File: src/rtl/sieve_ctrl_pkg.sv
// sieve_ctrl_pkg: state encoding shared by the sieve sequencer.
// Rev 1.0
`default_nettype none

package sieve_ctrl_pkg;

   typedef enum logic [2:0] {
      S_IDLE  = 3'd0,
      S_CLEAR = 3'd1,
      S_READ  = 3'd2,
      S_CHECK = 3'd3,
      S_EMIT  = 3'd4,
      S_MARK  = 3'd5,
      S_NEXT  = 3'd6,
      S_DONE  = 3'd7
   } state_t;

endpackage

`default_nettype wire

File: src/rtl/sieve_ctrl.sv
// sieve_ctrl: Sieve of Eratosthenes sequencer driving an external 1-bit blockram.
// Rev 1.0
`default_nettype none

module sieve_ctrl
   import sieve_ctrl_pkg::*;
#(
   parameter int ADDR = 8
)
(
   input  logic            clk,
   input  logic            rst_n,
   input  logic            start,
   output logic            busy,
   output logic            done,
   output logic            prime_valid,
   input  logic            prime_ready,
   output logic [ADDR-1:0] prime_data,
   output logic [ADDR-1:0] ram_addr,
   output logic            ram_wr,
   output logic            ram_din,
   input  logic            ram_dout
);

   localparam int PW = ADDR + 1;
   localparam int MW = 2 * ADDR + 1;
   localparam logic [PW-1:0] N_P    = PW'(1 << ADDR);
   localparam logic [PW-1:0] C_LAST = PW'((1 << ADDR) - 1);
   localparam logic [MW-1:0] N_M    = MW'(1 << ADDR);

   state_t          state_q, state_d;
   logic [PW-1:0]   c_q, c_d;
   logic [PW-1:0]   p_q, p_d;
   logic [MW-1:0]   m_q, m_d;
   logic [ADDR-1:0] prime_data_q, prime_data_d;
   logic [MW-1:0]   pp;
   logic [MW-1:0]   m_next;
   logic [PW-1:0]   p_inc;

   always_ff @(posedge clk or negedge rst_n) begin
      if (!rst_n) begin
         state_q      <= S_IDLE;
         c_q          <= '0;
         p_q          <= '0;
         m_q          <= '0;
         prime_data_q <= '0;
      end else begin
         state_q      <= state_d;
         c_q          <= c_d;
         p_q          <= p_d;
         m_q          <= m_d;
         prime_data_q <= prime_data_d;
      end
   end

   always_comb begin
      state_d      = state_q;
      c_d          = c_q;
      p_d          = p_q;
      m_d          = m_q;
      prime_data_d = prime_data_q;
      ram_addr     = '0;
      ram_wr       = 1'b0;
      ram_din      = 1'b0;
      // Wide enough that p*p and m+p never wrap before the compare against N.
      pp           = MW'(p_q) * MW'(p_q);
      m_next       = m_q + MW'(p_q);
      p_inc        = p_q + PW'(1);

      case (state_q)
         S_IDLE: begin
            if (start) begin
               c_d     = '0;
               state_d = S_CLEAR;
            end
         end
         S_CLEAR: begin
            ram_wr   = 1'b1;
            ram_addr = c_q[ADDR-1:0];
            c_d      = c_q + PW'(1);
            if (c_q == C_LAST) begin
               p_d     = PW'(2);
               state_d = S_READ;
            end
         end
         S_READ: begin
            ram_addr = p_q[ADDR-1:0];
            state_d  = S_CHECK;
         end
         S_CHECK: begin
            if (ram_dout) begin
               state_d = S_NEXT;
            end else begin
               prime_data_d = p_q[ADDR-1:0];
               state_d      = S_EMIT;
            end
         end
         S_EMIT: begin
            if (prime_ready) begin
               if (pp < N_M) begin
                  m_d     = pp;
                  state_d = S_MARK;
               end else begin
                  state_d = S_NEXT;
               end
            end
         end
         S_MARK: begin
            ram_wr   = 1'b1;
            ram_din  = 1'b1;
            ram_addr = m_q[ADDR-1:0];
            if (m_next >= N_M) state_d = S_NEXT;
            else               m_d     = m_next;
         end
         S_NEXT: begin
            p_d = p_inc;
            if (p_inc == N_P) state_d = S_DONE;
            else              state_d = S_READ;
         end
         S_DONE: begin
            state_d = S_IDLE;
         end
         default: begin
            state_d = S_IDLE;
         end
      endcase
   end

   assign busy        = (state_q != S_IDLE);
   assign done        = (state_q == S_DONE);
   assign prime_valid = (state_q == S_EMIT);
   assign prime_data  = prime_data_q;

endmodule

`default_nettype wire
File: config.mk
export PLATFORM = sky130hd
export DESIGN_NAME = sieve_ctrl
export DESIGN_NICKNAME = d
export VERILOG_FILES = /design/src/rtl/sieve_ctrl_pkg.sv /design/src/rtl/sieve_ctrl.sv
export SDC_FILE = /design/constraint.sdc
export NUM_CORES = 1
export LEC_CHECK = 0
export ABC_AREA = 1
export BUFFER_PORTS_ARGS = -buffer_cell sky130_fd_sc_hd__buf_4
export CAP_MARGIN = 40
export CORE_MARGIN = 4
export CORE_UTILIZATION = 50
export DETAILED_ROUTE_END_ITERATION = 16
export PLACE_DENSITY = 0.77
export RECOVER_POWER = 50
export SKIP_CTS_REPAIR_TIMING = 1
export SLEW_MARGIN = 20
export SYNTH_ARGS = -nofsm -noshare
export SYNTH_HDL_FRONTEND = slang
export SYNTH_SLANG_ARGS = --single-unit
File: constraint.sdc
create_clock -name clk -period 6.7 [get_ports clk]
set_clock_uncertainty 0.2 [all_clocks]
set_input_delay 0.67 -clock clk [delete_from_list [all_inputs] [get_ports clk]]
set_output_delay 0.67 -clock clk [all_outputs]
set_load 0.01 [all_outputs]
==> results.json <==
{
  "status": "finished, violations left",
  "violations": "max-capacitance violations, max-slew violations",
  "cts_buffer_depth": 2,
  "ys.flop_type": "dfrtp_1",
  "setup_violations": 0,
  "synth.cell_area_mm2": 0.005378,
  "synth_cell_types": 39,
  "fin_crit_ps": 5480,
  "powerDensity_mw_per_mm2": 210.7,
  "vdd_drop_max_uv": 169.0,
  "combPwrFrac_pct": 49.3,
  "syn_to_final_growth_pct": 6.608,
  "crit_start": "p_q[4]",
  "required_ps": 6690,
  "ys_async_sr_fraction_pct": 100.0,
  "pre_cts_ws_ps": 1275,
  "grt_max_degree": 47,
  "ys_warn_count": 0,
  "pwr-share-clk_pct": 13.9,
  "drc": 0,
  "synth-edff-count": 0,
  "htreeDepth": 2,
  "cts_buffers": 5,
  "drv_cap": 1,
  "diodes": 0,
  "cts_tree": "built",
  "slew-limit-headroom_pct": -59.39,
  "syn_nets": 871,
  "netlist_instances": 784,
  "grt_pass1_vias": 4622,
  "routabilityCongestion": 0.9092,
  "synth.avg_cell_area_um2": 6.859,
  "overflow": 0,
  "worst_setup_path_start_kind": "register",
  "start_util_pct": 51.63,
  "path_clk_slew_ps": 80,
  "switchingPower_mw": 0.5767,
  "worst-path-max-fanout": 17,
  "io_pins": 26,
  "r2r-start": "p_q[4]",
  "drive_gt1_share_pct": 6.117,
  "period_share_pct": 81.79,
  "finalSetupTns_ps": 0,
  "critical_path_class": "reg -> reg",
  "viasPerCell": 5.168,
  "ys_seq_area_share_pct": 21.41,
  "postLayoutSetupSlackWorst_ps": 1220,
  "dp_hpwl_um": 10170,
  "p_int_mw": 0.6310,
  "leakagePower_nw": 3.380,
  "fp.coreArea_mm2": 0.01042,
  "clock_latency_ps": 300,
  "crit_path_end_kind": "register",
  "rows": 37,
  "dp.cells": 929,
  "dr.pass1.iters": 5,
  "max_freq_ghz": 0.1825,
  "wl_per_cell_um": 13.30,
  "instances_no_fill": 937,
  "routed_wl_um": 12460,
  "p_seq_share_pct": 36.8,
  "switching_share_pct": 47.75,
  "fin_nets": 887,
  "hp-class": "reg -> reg",
  "route.vias.total": 4842,
  "numPortBuffers": 25,
  "drtAntennaViolNets": 0,
  "die_w_um": 111.7,
  "drtIter0Drc": 427,
  "r2r_cells": 22,
  "tightest_slew_ps": 2391,
  "dieHeight_um": 111.7,
  "rsz0062_at_grt": "no",
  "n_fill_cell": 982,
  "root_buffer": "clkbuf_8",
  "r2r_end": "m_q[3]",
  "slew_violations": 47,
  "die_area_mm2": 0.01248,
  "endpoint": "m_q[3]",
  "ys_ff_latch": 46,
  "critPathArrivalTime_ps": 5470,
  "ff2ff_setup_slack_ps": 1220,
  "hold_viol_final": 0,
  "antenna_found_initial": 0,
  "clock_sinks": 46,
  "grt_use_total_pct": 20.34,
  "grt_pass1_wl_um": 21460
}
-- cells in the mapped netlist (2+ instances only) --
master / number / area share (%)
nand2_1: 224 / 16
inv_1: 173 / 12
ha_1: 48 / 11
nor2_1: 48 / 3.4
dfrtp_1: 46 / 21
nand3_1: 36 / 3.4
o21ai_0: 36 / 3.4
fa_1: 34 / 13
a21oi_1: 23 / 2.1
nand4_1: 19 / 2.2
xor2_1: 11 / 1.8
clkbuf_1: 10 / 0.70
o221ai_1: 8 / 1.3
o22ai_1: 7 / 0.81
xnor2_1: 7 / 1.1
nand2_2: 6 / 0.70
nand3b_1: 6 / 0.84
buf_2: 5 / 0.47
inv_2: 5 / 0.35
nor3_1: 5 / 0.47
nor2_2: 4 / 0.47
o21bai_1: 3 / 0.42
and2_1: 2 / 0.23
o32ai_1: 2 / 0.33
or2_2: 2 / 0.23
-- final cells by class --
type | instances | area (µm²) | share of cell area, %
clock inverters | 2 | 13.76 | 0.2401
flip-flops and latches | 46 | 1151 | 20.08
well taps | 136 | 170.2 | 2.968
inverters | 178 | 668.1 | 11.65
multi-input cells | 544 | 3485 | 60.78
clock buffers | 6 | 72.57 | 1.266
repair buffers | 25 | 172.7 | 3.012
-- cell families (layout without fill, tap and decap cells) --
| group | Yosys count | after routing | synth area share [%] |
|---|---|---|---|
| AND/OR/NAND/NOR | 358 | 358 | 28.55 |
| XOR/XNOR | 18 | 18 | 2.932 |
| buffers and inverters | 194 | 211 | 13.80 |
| adder cells (fa/ha/maj) | 82 | 82 | 23.83 |
| flip-flops | 46 | 46 | 21.41 |
| AO/OA/AOI/OAI | 86 | 86 | 9.493 |
-- worst max-delay path: stages (launching register included) --
cell and delay, ps:
dfrtp_1 690, inv_1 250, ha_1 360, xnor2_1 150, fa_1 480, inv_1 50
fa_1 530, inv_1 60, fa_1 520, inv_1 40, ha_1 360, nand2_1 130
inv_1 60, a21oi_1 180, nand2_1 100, nand2_1 110, nand3_1 70, nand2_1 90
nand3_1 140, o21ai_4 340, nand3_4 270, nand2_1 140, nand2_1 50
-- placed cells by master (no fill, tap or decap), types with 2 or more instances in the layout --
cell type,count
o22ai_1,7
nand4_1,19
inv_2,5
a21oi_1,23
nand2_2,6
nand3b_1,6
o221ai_1,8
o32ai_1,2
xnor2_1,7
and2_1,2
nor2_1,48
nor2_2,4
inv_1,173
clkbuf_1,5
buf_4,21
or2_0,2
fa_1,34
nand2_1,224
dfrtp_1,46
o21bai_1,3
xor2_1,11
nand3_1,36
nor3_1,5
o21ai_0,36
clkbuf_8,5
ha_1,48
-- flip-flops by register name, summed over array words and instances, names as in the netlist --
register	count
m_q	17
c_q	9
prime_data	8
state_q	3
p_q	9
-- metal layers --
| metal | part of all wire (%) | GRT usage (%) |
|---|---|---|
| met1 | 47 | 29.22 |
| met2 | 45 | 32.53 |
| met5 | 0 | 0 |
| met3 | 6.2 | 2.011 |
| met4 | 2.1 | 6.245 |
-- through the flow --
stage	power [mW]	util, %	cell area (µm²)	hold slack (ps)
after floorplan	0.8374	-	5378	174.4
after global placement	1.021	54.35	5662	266.4
after detailed placement	1.035	54.35	5662	278.3
after CTS	1.205	55.18	5748	179.2
after global routing	1.303	55.04	5733	333.7
final	1.208	55.04	5733	291.6
-- worst min-delay path by stage --
| stage | cells past startpoint | end | from | slack, ps |
|---|---|---|---|---|
| 3_5_place_dp | 2 | prime_data[3] | prime_data[3] | 280 |
| 6_report | 2 | prime_data[6] | prime_data[6] | 290 |
| 3_3_place_gp | 2 | prime_data[7] | prime_data[7] | 270 |
| 4_1_cts | 1 | state_q[2] | rst_n | 180 |
| 2_1_floorplan | 0 | c_q[0] | rst_n | 170 |
| 5_1_grt | 2 | m_q[8] | m_q[8] | 330 |
-- power by group through the flow --
stage               clock network [mW]  registers, mW  logic, mW
detailed placement                   0          0.448      0.587
finish                           0.168          0.444      0.596
global route                     0.181          0.456      0.667
CTS                              0.169          0.442      0.595
global placement                     0          0.445      0.577
floorplan                            0          0.408      0.429
Note: power is estimated with default switching activity, not from simulation.
